--- src/rtl/pipelined_addsub_if.sv ---
// Operand/result stream bundle for pipelined_addsub; carries no state or latency.
// The producer drives in_valid/sub/a/b and out_ready; the consumer drives in_ready and the result.
interface pipelined_addsub_if #(
  parameter int WIDTH = 8
);
  logic             in_valid;
  logic             in_ready;
  logic             sub;
  logic [WIDTH-1:0] a;
  logic [WIDTH-1:0] b;
  logic             out_valid;
  logic             out_ready;
  logic [WIDTH-1:0] sum;
  logic             cout;
  logic             ovf;
  logic             zero;

  modport master (
    output in_valid, sub, a, b, out_ready,
    input  in_ready, out_valid, sum, cout, ovf, zero
  );

  modport slave (
    input  in_valid, sub, a, b, out_ready,
    output in_ready, out_valid, sum, cout, ovf, zero
  );
endinterface

--- src/rtl/pipelined_addsub.sv ---
// Pipelined add/sub: WIDTH-bit sum built from CHUNK-bit ripple slices, one slice per stage.
// Latency: beat accepted at edge N shows on the outputs after edge N+WIDTH/CHUNK.
// Backpressure: a global stall freezes every stage while out_valid & ~out_ready; in_ready = advance.
module pipelined_addsub #(
  parameter int WIDTH = 8,
  parameter int CHUNK = 4
) (
  input logic              clk,
  input logic              reset,
  pipelined_addsub_if.slave io
);
  localparam int NSTAGE = WIDTH / CHUNK;

  if ((CHUNK < 1) || ((WIDTH % CHUNK) != 0)) begin : g_width_check
    $error("pipelined_addsub: WIDTH must be a positive multiple of CHUNK");
  end

  // work[k]: bits below k*CHUNK are already summed, bits above are still operand A.
  logic [NSTAGE:0]  vld;
  logic [WIDTH-1:0] work [NSTAGE+1];
  logic [WIDTH-1:0] opb  [NSTAGE];
  logic             cin  [NSTAGE];
  logic             cout_q;
  logic             ovf_q;
  logic             zero_q;

  logic [WIDTH-1:0] work_nxt [NSTAGE];
  logic             cout_nxt [NSTAGE];
  logic             cmsb_nxt [NSTAGE];
  logic             rc;
  logic             ra;
  logic             rb;
  logic             adv;

  assign adv = ~vld[NSTAGE] | io.out_ready;

  always_comb begin
    rc = 1'b0;
    ra = 1'b0;
    rb = 1'b0;
    for (int k = 0; k < NSTAGE; k++) begin
      work_nxt[k] = work[k];
      cmsb_nxt[k] = 1'b0;
      rc          = cin[k];
      for (int i = 0; i < CHUNK; i++) begin
        ra = work[k][k*CHUNK+i];
        rb = opb[k][k*CHUNK+i];
        work_nxt[k][k*CHUNK+i] = ra ^ rb ^ rc;
        cmsb_nxt[k] = rc;
        rc = (ra & rb) | (ra & rc) | (rb & rc);
      end
      cout_nxt[k] = rc;
    end
  end

  always_ff @(posedge clk) begin
    if (reset) begin
      vld    <= '0;
      cout_q <= 1'b0;
      ovf_q  <= 1'b0;
      zero_q <= 1'b0;
      for (int k = 0; k <= NSTAGE; k++) begin
        work[k] <= '0;
      end
      for (int k = 0; k < NSTAGE; k++) begin
        opb[k] <= '0;
        cin[k] <= 1'b0;
      end
    end else if (adv) begin
      vld     <= {vld[NSTAGE-1:0], io.in_valid};
      work[0] <= io.a;
      opb[0]  <= io.sub ? ~io.b : io.b;
      cin[0]  <= io.sub;
      for (int k = 0; k < NSTAGE; k++) begin
        work[k+1] <= work_nxt[k];
      end
      for (int k = 1; k < NSTAGE; k++) begin
        opb[k] <= opb[k-1];
        cin[k] <= cout_nxt[k-1];
      end
      // Flags come from the last slice as the result drops into the output register.
      cout_q <= cout_nxt[NSTAGE-1];
      ovf_q  <= cout_nxt[NSTAGE-1] ^ cmsb_nxt[NSTAGE-1];
      zero_q <= (work_nxt[NSTAGE-1] == '0);
    end
  end

  assign io.in_ready  = adv;
  assign io.out_valid = vld[NSTAGE];
  assign io.sum       = work[NSTAGE];
  assign io.cout      = cout_q;
  assign io.ovf       = ovf_q;
  assign io.zero      = zero_q;
endmodule

--- src/flat_wrapper.sv ---
// flat-port wrapper written by rule: the top's interface ports become plain ports
module pipelined_addsub_flat 
#(
  parameter int WIDTH = 8,
  parameter int CHUNK = 4
)
  (clk, reset, io_in_valid, io_sub, io_a, io_b, io_out_ready, io_in_ready, io_out_valid, io_sum, io_cout, io_ovf, io_zero);
  pipelined_addsub_if #(.WIDTH(WIDTH)) io_i ();
  input logic clk;
  input logic reset;
  input wire logic [$bits(io_i.in_valid)-1:0] io_in_valid;
  input wire logic [$bits(io_i.sub)-1:0] io_sub;
  input wire logic [$bits(io_i.a)-1:0] io_a;
  input wire logic [$bits(io_i.b)-1:0] io_b;
  input wire logic [$bits(io_i.out_ready)-1:0] io_out_ready;
  output wire logic [$bits(io_i.in_ready)-1:0] io_in_ready;
  output wire logic [$bits(io_i.out_valid)-1:0] io_out_valid;
  output wire logic [$bits(io_i.sum)-1:0] io_sum;
  output wire logic [$bits(io_i.cout)-1:0] io_cout;
  output wire logic [$bits(io_i.ovf)-1:0] io_ovf;
  output wire logic [$bits(io_i.zero)-1:0] io_zero;
  assign io_i.in_valid = io_in_valid;
  assign io_i.sub = io_sub;
  assign io_i.a = io_a;
  assign io_i.b = io_b;
  assign io_i.out_ready = io_out_ready;
  assign io_in_ready = io_i.in_ready;
  assign io_out_valid = io_i.out_valid;
  assign io_sum = io_i.sum;
  assign io_cout = io_i.cout;
  assign io_ovf = io_i.ovf;
  assign io_zero = io_i.zero;
  pipelined_addsub #(.WIDTH(WIDTH), .CHUNK(CHUNK)) u_core (.clk(clk), .reset(reset), .io(io_i));
endmodule
--- config.mk ---
export PLATFORM = sky130hd
export DESIGN_NAME = pipelined_addsub_flat
export DESIGN_NICKNAME = d
export VERILOG_FILES = /design/src/rtl/pipelined_addsub_if.sv /design/src/rtl/pipelined_addsub.sv /design/src/flat_wrapper.sv
export SDC_FILE = /design/constraint.sdc
export NUM_CORES = 1
export LEC_CHECK = 0
export BUFFER_PORTS_ARGS = -buffer_cell sky130_fd_sc_hd__buf_2
export CORE_MARGIN = 1
export CORE_UTILIZATION = 55
export DETAILED_ROUTE_END_ITERATION = 8
export GPL_TIMING_DRIVEN = 0
export HOLD_SLACK_MARGIN = 0.15
export PLACE_DENSITY = 0.75
export SYNTH_ARGS = -nofsm -noshare
export SYNTH_HDL_FRONTEND = slang
export SYNTH_SLANG_ARGS = --single-unit
--- constraint.sdc ---
create_clock -name clk -period 3 [get_ports clk]
set_input_delay 0.3 -clock clk [delete_from_list [all_inputs] [get_ports clk]]
set_output_delay 0.3 -clock clk [all_outputs]
set_load 0.05 [all_outputs]
Word level (Yosys, flattened, before mapping). Memory sizes are Yosys's and may differ from the RTL's. Index checks and enable logic that the tools add are counted.

$add $sub $neg: 0. Multipliers: 0. Divide/modulo/power cells: 0. Magnitude comparators: 0. Equal/unequal tests: 0. Shift operators: 0. Muxes and demuxes: 13. Bitwise gates (word level): 67. Reductions and logical operators: 1.

Operator list (number): $mux W8 (6); $and A1 B1 Y1 (24); $or A1 B1 Y1 (24); $xor A1 B1 Y1 (17); $logic_not A8 Y1 (1); $not A8 Y8 (1); $mux W1 (7); $not A1 Y1 (1).

Flip-flop bits (word level): 6. Latch bits: 0. RAM bits: 42. Memory bits (read-only): 0. Input bits: 21. Output and inout port bits: 13. Word-level logic and storage cells: 88. Memories kept: 3.

Memories: u_core.work (words 3, width 8, rd ports 3, clocked after Yosys merged registers in 0, wr ports 3, line pipelined_addsub.sv:20) `logic [WIDTH-1:0] work [NSTAGE+1];`; u_core.opb (words 2, width 8, rd ports 2, clocked after Yosys merged registers in 0, wr ports 2, line pipelined_addsub.sv:21) `logic [WIDTH-1:0] opb [NSTAGE];`; u_core.cin (words 2, width 1, rd ports 2, clocked after Yosys merged registers in 0, wr ports 2, line pipelined_addsub.sv:22) `logic cin [NSTAGE];`.

Logic depth before layout (Yosys ltp). Gate-level depths: netlist of run 1.

Depth after elaboration: 13. Gate-level depth with buffers: 10. Gate-level depth less buffers: 10.

Worst setup path before layout of run 1. Ideal clock, no wire load.

Kind: reg2reg. Start point: memory u_core.cin[1][0] (netlist: u_core.cin[0][1]). End point: register u_core.zero_q (netlist: u_core.io.zero). Library setup time: 0.124 ns. Arrival: 2.273 ns. Data required time: 2.876 ns. Slack: 0.603 ns. Cell stages (with the launch flop): 11. Path buffers: 0. Period minus slack after synthesis: 2.397 ns. Cell sequence: edfxtp_1 -> inv_1 -> fa_1 -> inv_1 -> fa_1 -> fa_1 -> inv_1 -> fa_1 -> nor4b_1 -> nand3_1 -> a21oi_1.

RTL lines: start, declared (line pipelined_addsub.sv:22); end signal, assigned (line pipelined_addsub.sv:84) `zero_q <= (work_nxt[NSTAGE-1] == '0);`; end, declared (line pipelined_addsub.sv:25) `logic zero_q;`.

==> qor.txt, run 1 <==
net count after synthesis: 179
maximum clock rate: 399.4 MHz
CTS Buf Count: 5
Max Slew Vio Count: 0
final setup vio count: 0
Distinct cells, synth: 22
adder-cell share of the synthesized area: 0.07834
final antenna-violating net count: 0
Static Leak: 1.022 nW
Compound-Gate Fraction of Synth Area: 0.01346
WHS Path Cells: 3
first-pass GRT wire length: 4933 um
sequential fraction of the synthesis area: 0.6169
die area: 0.003965 sq mm
area grow syn2layout: 15.67%
mux share of post-synthesis cell area: 0
CP Launch Type: flop
CTS Buffer Depth: 2
clock slew at reported path FFs: 0.08 ns
FP Rows: 21
CP Class: flop to flop
crit-path max cell delay: 0.47 ns
Sw Ratio: 0.2364
CTS Sinks: 44
slew of the pin with the lowest slew margin: 0.8072 ns
Routed WL per cell: 12.00 um
Async SR Flop Fraction: 0
DRT Pass-1 Iters: 4
vias in the first global route: 1165
Clock Latency Late Sink: 0.29 ns
Max VDD drop: 345.2 uV
count of state elements after synthesis: 44
chip height: 62.97 um
CTS tree: done
Final min period: 2.504 ns
crit path max-delay cell type: fa_1
reg2reg path depth: 10
DIE WIDTH: 62.97 um
top post-synthesis cells by area: edfxtp_1, fa_1, and2_1, dfxtp_1, xnor2_1
n_diodes: 0
GR Util met3: 0.05474
top cell type by total area after synthesis: edfxtp_1
crit end category: flop
outcome: completed
# IOs: 34
commonest cells in the netlist: edfxtp_1, and2_1, inv_1, nor2_1, xnor2_1
Post-Syn Instances: 150
Pwr Density: 574.6 mW/mm^2
post-synthesis xor/xnor area fraction: 0.03856
share of cells above drive strength 1: 0.3228
worst endpoint required time: 3.18 ns
Hold Path Class: primary input to flop
Tot Pwr: 1.359 mW
Vias/cell: 4.745
top-count cell post-synth: edfxtp_1
final number of hold-violating endpoints: 0
M2 GR Usage: 0.3185
Crit path max-delay family: adder cells
post-synth top area share: 0.5581
Avg Cell Area, Syn: 13.63 sq um
maximum fanout along the worst path: 2
routing usage on met1: 0.1623
crit path buf inv count: 3
Core ar.: 0.003442 sq mm
initial antenna violation count: 0
Post-Route WL: 2819 um
largest net degree at the start of global routing: 39
crit-path cells: inv_1 > fa_1 > inv_1 > fa_1 > fa_1 > inv_1 > fa_1 > nor4b_1 > nand3_1 > a21oi_1
dominant synthesized flop cell: edfxtp_1
setup TNS: 0 ns
number of synthesis warnings: 0
gr ovfl total: 0
GP Congestion: 0.6777
Final period util: 0.8345
largest family of logic cells by synthesized area: simple AND/OR/NAND/NOR gates
Netlist Area Pre-Place: 0.002044 sq mm
gr usage total: 0.1694
Initial DRC Count: 46
Port Buf Inserts: 31
Rel. slew slack: 0.4619
# H-tree levels: 2
cts repair resizes: 0
post-route clock skew: 0.005670 ns
WP data arrival: 2.69 ns
nets: 217
simple-gate share of the synthesized area: 0.1652
Flop pwr share: 0.539
EDFF count, synth: 38
switching pwr: 0.3212 mW
Vias: 1115
Initial Util: 0.5940
HPWL after DPL: 1909 um
Logic pwr share: 0.142
Worst path depth: 10
root buf cell: clkbuf_8
GRT busiest layer: met2
DR DRC count: 0
setup repair after global routing missed its margin: no
max_cap viols: 0
Post-CTS Setup Inserts: 0
Clock Power Share: 0.319
Internal: 1.038 mW
Top cell by count, worst path: fa_1
# hold bufs at CTS: 0
-- registers in the layout (all words and copies together) (netlist names) --
signal / flops
u_core.vld: 3
u_core.io.ovf: 1
u_core.cin: 2
u_core.opb: 12
u_core.io.cout: 1
u_core.io.zero: 1
u_core.work: 24
-- kinds of logic after synthesis --
family	Yosys count
AO/OA/AOI/OAI	5
XOR/XNOR	9
adder cells (fa/ha/maj)	8
buffers and inverters	29
flip-flops	44
AND/OR/NAND/NOR	55
-- placed cells by master, fill, tap and decap left out, types with 2 or more instances in the layout --
master and count:
nand2_1 7, edfxtp_1 38, buf_2 33, dfxtp_1 6, clkbuf_8 5, fa_1 8
nor2_2 4, a21oi_1 4, nor4b_1 2, inv_1 14, clkinv_1 2, buf_6 4
nor2_1 11, buf_4 8, xnor2_1 9, and2_1 25
-- metrics by stage --
step                worst slack [ns]  area, sq um  utilization  std cells  hold slack [ns]
floorplan                     0.6027         2044            -        150           0.4321
global placement              0.4962         2257       0.6558        227           0.4382
detailed placement            0.4803         2257       0.6558        227           0.4513
CTS                           0.4703         2364       0.6867        235           0.2394
global route                  0.2852         2365       0.6870        235           0.2663
finish                        0.4965         2365       0.6870        235           0.2457
-- path summary, 6_finish.rpt --
kind | from | to | slack [ns]
setup / recovery | u_core.cin[0][1]$_SDFFCE_PN0P_ | u_core.io.zero$_SDFFE_PP0P_ | 0.50
setup reg to reg | u_core.cin[0][1]$_SDFFCE_PN0P_ | u_core.io.zero$_SDFFE_PP0P_ | 0.50
hold / removal | io_in_valid | u_core.vld[0]$_SDFFE_PP0P_ | 0.25
hold reg to reg | u_core.io.ovf$_SDFFE_PP0P_ | u_core.io.ovf$_SDFFE_PP0P_ | 0.46
-- power by group through the flow --
stage               sequential (mW)  clock (mW)  combinational [mW]
global placement              0.744           0               0.188
CTS                           0.733       0.443               0.195
floorplan                     0.751           0               0.142
finish                        0.732       0.434               0.193
detailed placement            0.746           0               0.194
global route                  0.737       0.459               0.214
-- metal layers --
metal / part of all wire / routed length (um)
met4: 0.026 / 72
met5: 0 / 0
met2: 0.53 / 1482
met1: 0.40 / 1128
met3: 0.048 / 135
-- worst reg2reg max path: stages (launching register included) --
cell,delay [ns]
edfxtp_1,0.36
inv_1,0.08
fa_1,0.16
inv_1,0.05
fa_1,0.44
fa_1,0.47
inv_1,0.09
fa_1,0.43
nor4b_1,0.17
nand3_1,0.08
a21oi_1,0.06
-- final cells by class --
cell class	count	area [sq um]
clock buffers	5	68.82
repair buffers	31	155.1
clock inverters	3	37.54
fillers	248	1077
well taps	46	57.56
multi-input cells	77	605.6
inverters	15	63.81
plain buffers	14	115.1
flip-flops and latches	44	1261
(Power assumes the default switching activity.)
==> run 2: changes to the inputs <==
ABC_AREA = 1   (was default)
CORE_UTILIZATION = 50   (was 55)
PLACE_DENSITY = 0.72   (was 0.75)
clock period = 2.2 ns   (was 3 ns; I/O delays follow)
==> run 2 against run 1 <==
  * Non-clock buffer count rose by 2
  * Global-route usage shrank 2.0 points
  * Clock power up 38%
  * Final cell count grew 14%
  * Largest cell class unchanged
  * Combinational power increased by 49%
  * Count of clock-buffer cells in the layout increased by 1
  * Power grew 39%
  * Synthesized cell count rose by 19%
  * Die area up 9.7%
  * Via count grew 0.90%
  * Utilization down 5.4 points
  * Register-to-register slack lost 0.47 ns
==> qor.txt, run 2 <==
reg2reg path depth: 11 (was 10)
Internal: 1.427 mW (was 1.038 mW)
Initial DRC Count: 36 (was 46)
CTS Buffer Depth: 2 (unchanged)
Hold WS: 0.2191 ns (was 0.2457 ns)
number of synthesis warnings: 0 (unchanged)
Post-Syn Instances: 178 (was 150)
Vias/cell: 4.198 (was 4.745)
DR DRC count: 0 (unchanged)
Netlist Area Pre-Place: 0.002044 sq mm (unchanged)
share of cells above drive strength 1: 0.3364 (was 0.3228)
Avg Cell Area, Syn: 11.49 sq um (was 13.63 sq um)
maximum fanout along the worst path: 2 (unchanged)
GP Congestion: 0.7401 (was 0.6777)
net count after synthesis: 207 (was 179)
maximum clock rate: 460.4 MHz (was 399.4 MHz)
clock slew at reported path FFs: 0.08 ns (about the same)
HPWL after DPL: 1868 um (was 1909 um)
Async SR Flop Fraction: 0 (unchanged)
Port Buf Inserts: 32 (was 31)
setup TNS: 0 ns (unchanged)
Routed WL per cell: 10.01 um (was 12.00 um)
Clock Power Share: 0.317 (was 0.319)
top cell type by total area after synthesis: edfxtp_1 (unchanged)
post-route clock skew: 0.002528 ns (was 0.005670 ns)
simple-gate share of the synthesized area: 0.1144 (was 0.1652)
post-synthesis xor/xnor area fraction: 0.03856 (unchanged)
n_diodes: 0 (unchanged)
crit-path cells: inv_2 > fa_2 > inv_2 > fa_2 > fa_2 > inv_2 > fa_1 > nand2_1 > nor2_1 > nand3_1 > nand2_1 (was inv_1 > fa_1 > inv_1 > fa_1 > fa_1 > inv_1 > fa_1 > nor4b_1 > nand3_1 > a21oi_1)
final antenna-violating net count: 0 (unchanged)
nets: 248 (was 217)
DRT Pass-1 Iters: 4 (unchanged)
initial antenna violation count: 0 (unchanged)
CP Launch Type: flop (unchanged)
commonest cells in the netlist: inv_1, nor2_1, edfxtp_1, nand2_1, buf_4 (was edfxtp_1, and2_1, inv_1, nor2_1, xnor2_1)
EDFF count, synth: 38 (unchanged)
post-synth top area share: 0.5581 (unchanged)
first-pass GRT wire length: 4471 um (was 4933 um)
top post-synthesis cells by area: edfxtp_1, fa_1, inv_1, nor2_1, dfxtp_1 (was edfxtp_1, fa_1, and2_1, dfxtp_1, xnor2_1)
Vias: 1125 (was 1115)
WP data arrival: 2.37 ns (was 2.69 ns)
outcome: completed (unchanged)
slew of the pin with the lowest slew margin: 0.7865 ns (was 0.8072 ns)
Flop pwr share: 0.531 (was 0.539)
FP Rows: 22 (was 21)
CTS Buf Count: 5 (unchanged)
Distinct cells, synth: 17 (was 22)
Max VDD drop: 520.9 uV (was 345.2 uV)
max reg flops: 24 (unchanged)
Max Slew Vio Count: 0 (unchanged)
Sw Ratio: 0.2438 (was 0.2364)
root buf cell: clkbuf_8 (unchanged)
CTS tree: done (unchanged)
area grow syn2layout: 17.63% (was 15.67%)
die area: 0.004349 sq mm (was 0.003965 sq mm)
Logic pwr share: 0.152 (was 0.142)
max_cap viols: 0 (unchanged)
top-count cell post-synth: inv_1 (was edfxtp_1)
largest reg by FF count: u_core.work (unchanged)
# H-tree levels: 2 (unchanged)
Rel. slew slack: 0.4749 (was 0.4619)
chip height: 65.95 um (was 62.97 um)
CP Class: flop to flop (unchanged)
Static Leak: 1.128 nW (was 1.022 nW)
gr ovfl total: 0 (unchanged)
Core ar.: 0.003799 sq mm (was 0.003442 sq mm)
dominant synthesized flop cell: edfxtp_1 (unchanged)
count of state elements after synthesis: 44 (unchanged)
switching pwr: 0.4602 mW (was 0.3212 mW)
largest family of logic cells by synthesized area: buffers and inverters (was simple AND/OR/NAND/NOR gates)
setup repair after global routing missed its margin: yes (was no)
# IOs: 34 (unchanged)
WHS Path Cells: 3 (unchanged)
most frequent cells in the layout: nor2_1, edfxtp_1, inv_1 (was edfxtp_1, buf_2, and2_1)
crit path buf inv count: 3 (unchanged)
Final period util: 0.9873 (was 0.8345)
Post-Route WL: 2682 um (was 2819 um)
gr usage total: 0.1494 (was 0.1694)
final number of hold-violating endpoints: 0 (unchanged)
Crit path max-delay family: adder cells (unchanged)
crit path max-delay cell type: fa_1 (unchanged)
Hold Path Class: primary input to flop (unchanged)
final core occ: 0.6331 (was 0.6870)
DIE WIDTH: 65.95 um (was 62.97 um)
Pwr Density: 784.9 mW/mm^2 (was 574.6 mW/mm^2)
final setup vio count: 0 (unchanged)
crit end category: flop (unchanged)
sequential fraction of the synthesis area: 0.6169 (unchanged)
crit-path max cell delay: 0.41 ns (was 0.47 ns)
biggest regs: u_core.work x24, u_core.opb x12, u_core.vld x3 (unchanged)
Final min period: 2.172 ns (was 2.504 ns)
worst endpoint required time: 2.40 ns (was 3.18 ns)
mux share of post-synthesis cell area: 0 (unchanged)
Initial Util: 0.5382 (was 0.5940)
vias in the first global route: 1037 (was 1165)
CTS Sinks: 44 (unchanged)
Compound-Gate Fraction of Synth Area: 0.01775 (was 0.01346)
most common cell after layout, fill and taps aside: nor2_1 (was edfxtp_1)
largest net degree at the start of global routing: 41 (was 39)
Worst path depth: 11 (was 10)
Clock Latency Late Sink: 0.30 ns (was 0.29 ns)
adder-cell share of the synthesized area: 0.07834 (unchanged)
-- run 2: cell types whose count changed after synthesis, sizes merged, moves of 3 or more --
cell,change
a21oi,-3
and2,-25
inv,+28
nand2,+7
nor2,+24
o21ai,+4
-- run 2: timing repair --
item,CTS,global route
endpoints found under the setup margin,2,4
resized for setup,10,1
pin swaps,7,3
hold buffers,1,0
setup buffers,1,0
hold endpoints to repair,1,0
-- run 2: power groups by stage --
stage | Combinational [mW] | Sequential [mW] | Clock [mW]
global route | 0.322 | 1.01 | 0.644
finish | 0.288 | 1.00 | 0.598
detailed placement | 0.283 | 1.02 | 0
global placement | 0.276 | 1.02 | 0
CTS | 0.290 | 1.00 | 0.612
floorplan | 0.208 | 1.03 | 0
-- run 2: area by class of cell --
cell class	instances	area, sq um
Fill cell	303	1394
Buffer	13	112.6
Inverter	43	161.4
Tap cell	48	60.06
Sequential cell	44	1261
Clock buffer	6	72.57
Clock inverter	2	35.03
Multi-Input combinational cell	78	524.3
Timing Repair Buffer	34	177.7
-- run 2: path summary, 6_finish.rpt --
kind	from	end	slack [ns]
min reg2reg	u_core.io.zero$_SDFFE_PP0P_	u_core.io.zero$_SDFFE_PP0P_	0.45
min	io_a[1]	u_core.work[0][1]$_SDFFCE_PN0P_	0.22
max reg2reg	u_core.cin[0][1]$_SDFFCE_PN0P_	u_core.io.zero$_SDFFE_PP0P_	0.03
max	u_core.cin[0][1]$_SDFFCE_PN0P_	u_core.io.zero$_SDFFE_PP0P_	0.03
-- run 2: worst reg2reg max path, cell delays in order (launching register included) --
cell and delay [ns]:
edfxtp_1 0.39, inv_2 0.07, fa_2 0.20, inv_2 0.04
fa_2 0.33, fa_2 0.35, inv_2 0.06, fa_1 0.41
nand2_1 0.07, nor2_1 0.04, nand3_1 0.07, nand2_1 0.04
-- run 2: routing by layer --
metal | vias up | wire length, um | global-route usage
met3 | 7 | 134 | 0.04655
met2 | 31 | 1394 | 0.2640
li1 | 608 | - | -
met5 | - | 0 | 0
met1 | 479 | 1080 | 0.1536
met4 | 0 | 72 | 0.08777
-- run 2: cells by family (layout without fill, tap and decap cells) --
family,after synthesis,in the layout
adder cells (fa/ha/maj),8,8
XOR/XNOR,9,9
AND/OR/NAND/NOR,56,56
buffers and inverters,56,98
flip-flops,44,44
AO/OA/AOI/OAI,5,5
-- run 2: per-stage QoR --
stage          instances  cell area (sq um)  total power, mW  worst slack (ns)
4_1_cts              268               2405            1.904          -0.03698
2_1_floorplan        178               2049            1.236           0.03716
3_3_place_gp         258               2270            1.293          -0.06046
5_1_grt              268               2405            1.974           -0.1273
6_report             268               2405            1.887           0.02794
3_5_place_dp         258               2270            1.303          -0.08582
==> run 3: changes to the inputs <==
BUFFER_PORTS_ARGS = -buffer_cell sky130_fd_sc_hd__buf_4   (was -buffer_cell sky130_fd_sc_hd__buf_2)
MAX_ROUTING_LAYER = met4   (was default)
==> run 3 against run 2 <==
  * The run now ends with negative setup slack left
  * Clock skew rose by 0.0093 ns
  * Global-route usage rose by 2.0 points
  * Design area rose by 5.1%
  * Sequential power barely moved
  * Clock power rose by 19%
  * Sequential cell count did not move
  * Critical path depth did not move
  * Wire length rose by 9.7%
  * Die area did not move
  * Critical endpoint unchanged
  * Largest power group unchanged
  * Highest routed layer unchanged
==> qor.txt, run 3 (synthesis gave the netlist of run 2 again) <==
outcome: finished, violations left (was completed)
failing checks: negative setup slack
final critical-path setup slack: -0.004559 ns (was 0.02794 ns)
WP data arrival: 2.40 ns (was 2.37 ns)
clock slew at reported path FFs: 0.08 ns (about the same)
final antenna-violating net count: 0 (unchanged)
Place WS: -0.1099 ns (was -0.08582 ns)
DRT Pass-1 Iters: 4 (unchanged)
slew of the pin with the lowest slew margin: 0.4111 ns (was 0.7865 ns)
HPWL after DPL: 1970 um (was 1868 um)
final number of hold-violating endpoints: 0 (unchanged)
worst endpoint required time: 2.40 ns (about the same)
Cell Count, Final, Fillers Out: 269 (was 268)
final setup vio count: 1 (was 0)
CP Launch Type: flop (unchanged)
Initial Util: 0.5382 (unchanged)
CTS Buffer Depth: 2 (unchanged)
Static Leak: 1.165 nW (was 1.128 nW)
Max VDD drop: 435.0 uV (was 520.9 uV)
FILL cells: 308 (was 303)
Rel. slew slack: 0.7242 (was 0.4749)
Tot Pwr: 2.026 mW (was 1.887 mW)
nets: 249 (was 248)
setup TNS: -0.004559 ns (was 0 ns)
initial antenna violation count: 0 (unchanged)
Vias: 1174 (was 1125)
crit-path max cell delay: 0.42 ns (was 0.41 ns)
Max Slew Vio Count: 0 (unchanged)
reg-to-reg startpoint: u_core.work[0][12]$_SDFFCE_PN0P_ (was u_core.cin[0][1]$_SDFFCE_PN0P_)
largest reg by FF count: u_core.work (unchanged)
GP Congestion: 0.7436 (was 0.7401)
max reg flops: 24 (unchanged)
gr ovfl total: 0 (unchanged)
maximum clock rate: 453.6 MHz (was 460.4 MHz)
DR DRC count: 0 (unchanged)
first-pass GRT wire length: 5071 um (was 4471 um)
final core occ: 0.6653 (was 0.6331)
max_cap viols: 0 (unchanged)
Port Buf Inserts: 32 (unchanged)
HP Start: io_a[6] (was io_a[1])
die area: 0.004349 sq mm (unchanged)
CTS Sinks: 44 (unchanged)
vias in the first global route: 1189 (was 1037)
CTS Buf Count: 5 (unchanged)
most common cell after layout, fill and taps aside: buf_4 (was nor2_1)
Top cell by count, worst path: inv_2
crit end category: flop (unchanged)
Clock Latency Late Sink: 0.30 ns (about the same)
gr usage total: 0.1691 (was 0.1494)
n_diodes: 0 (unchanged)
CTS tree: done (unchanged)
maximum fanout along the worst path: 2 (unchanged)
Placed Cells: 258 (unchanged)
Final period util: 1.002 (was 0.9873)
most frequent cells in the layout: buf_4, nor2_1, edfxtp_1 (was nor2_1, edfxtp_1, inv_1)
WHS Path Cells: 3 (unchanged)
Routed WL per cell: 10.94 um (was 10.01 um)
# IOs: 34 (unchanged)
Initial DRC Count: 55 (was 36)
reg2reg path depth: 11 (unchanged)
DIE WIDTH: 65.95 um (unchanged)
share of cells above drive strength 1: 0.3348 (was 0.3364)
# H-tree levels: 2 (unchanged)
setup repair after global routing missed its margin: yes (unchanged)
Hold Path Class: primary input to flop (unchanged)
area grow syn2layout: 23.62% (was 17.63%)
crit-path cells: inv_2 > fa_1 > inv_2 > fa_2 > fa_2 > inv_2 > fa_1 > nand2_1 > nor2_1 > nand3_1 > nand2_1 (was inv_2 > fa_2 > inv_2 > fa_2 > fa_2 > inv_2 > fa_1 > nand2_1 > nor2_1 > nand3_1 > nand2_1)
Final min period: 2.205 ns (was 2.172 ns)
CP Class: flop to flop (unchanged)
largest net degree at the start of global routing: 41 (unchanged)
minimum setup slack among reg-to-reg paths: -0.005 ns (was 0.03 ns)
chip height: 65.95 um (unchanged)
Vias/cell: 4.364 (was 4.198)
FP Rows: 22 (unchanged)
biggest regs: u_core.work x24, u_core.opb x12, u_core.vld x3 (unchanged)
root buf cell: clkbuf_8 (unchanged)
reg2reg end: u_core.io.zero$_SDFFE_PP0P_ (unchanged)
Core ar.: 0.003799 sq mm (unchanged)
Pwr Density: 801.4 mW/mm^2 (was 784.9 mW/mm^2)
Worst Hold End: u_core.work[0][6]$_SDFFCE_PN0P_ (was u_core.work[0][1]$_SDFFCE_PN0P_)
post-route clock skew: 0.01184 ns (was 0.002528 ns)
crit path max-delay cell type: fa_1 (unchanged)
Post-Route WL: 2942 um (was 2682 um)
## run 3: power breakdown
part | total, mW | switching [mW] | internal [mW] | leakage (nW)
logic | 0.313 | 0.180 | 0.133 | 0.604
registers | 1.00 | 0.0244 | 0.979 | 0.495
clock network | 0.709 | 0.255 | 0.454 | 0.0654
## run 3: metrics by stage
step / cell area (sq um) / hold WS [ns]
6_report: 2527 / 0.2244
5_1_grt: 2527 / 0.2250
4_1_cts: 2505 / 0.2137
3_5_place_dp: 2350 / 0.4352
3_3_place_gp: 2350 / 0.4316
2_1_floorplan: 2049 / 0.3371
## run 3: critical path: cells and delay by family, from the launching register on
kind / cells / cell delay (ns)
fa+ha+maj: 4 / 1.31
flops: 1 / 0.39
simple gates: 4 / 0.23
buf+inv: 3 / 0.18
## run 3: worst max-delay path by stage
stage,startpoint,end,cells past startpoint
after floorplan,u_core.cin[0][1]$_SDFFCE_PN0P_,u_core.io.zero$_SDFFE_PP0P_,11
after global placement,u_core.cin[0][1]$_SDFFCE_PN0P_,u_core.io.zero$_SDFFE_PP0P_,11
after detailed placement,u_core.cin[0][0]$_SDFFCE_PN0P_,u_core.work[0][11]$_SDFFCE_PN0P_,8
after CTS,u_core.cin[0][1]$_SDFFCE_PN0P_,u_core.io.zero$_SDFFE_PP0P_,11
after global routing,u_core.cin[0][1]$_SDFFCE_PN0P_,u_core.io.zero$_SDFFE_PP0P_,11
final,u_core.work[0][12]$_SDFFCE_PN0P_,u_core.io.zero$_SDFFE_PP0P_,11
## run 3: per-layer routing
layer | up-vias | global-route usage | share of wire | wire length (um)
met2 | 34 | 0.2832 | 0.52 | 1520
met3 | 9 | 0.05172 | 0.046 | 134
met4 | 0 | 0.08777 | 0.032 | 93
li1 | 609 | - | - | -
met5 | - | - | 0 | 0
met1 | 522 | 0.1798 | 0.41 | 1193
## run 3: what timing repair did
| item | in CTS | in global routing |
|---|---|---|
| hold buffers | 1 | 0 |
| setup buffers | 1 | 0 |
| gates resized for setup | 5 | 6 |
| pin swaps | 4 | 5 |
| gates cloned | 0 | 0 |
| hold endpoints to repair | 1 | 0 |
| endpoints found under the setup margin | 3 | 4 |
## run 3: layout make-up
class	instances	area, sq um	share of cell area
well taps	48	60.06	0.02376
plain buffers	13	112.6	0.04455
multi-input cells	78	521.8	0.2064
repair buffers	35	277.8	0.1099
flip-flops and latches	44	1261	0.4990
clock buffers	6	72.57	0.02871
clock inverters	2	60.06	0.02376
inverters	43	161.4	0.06386
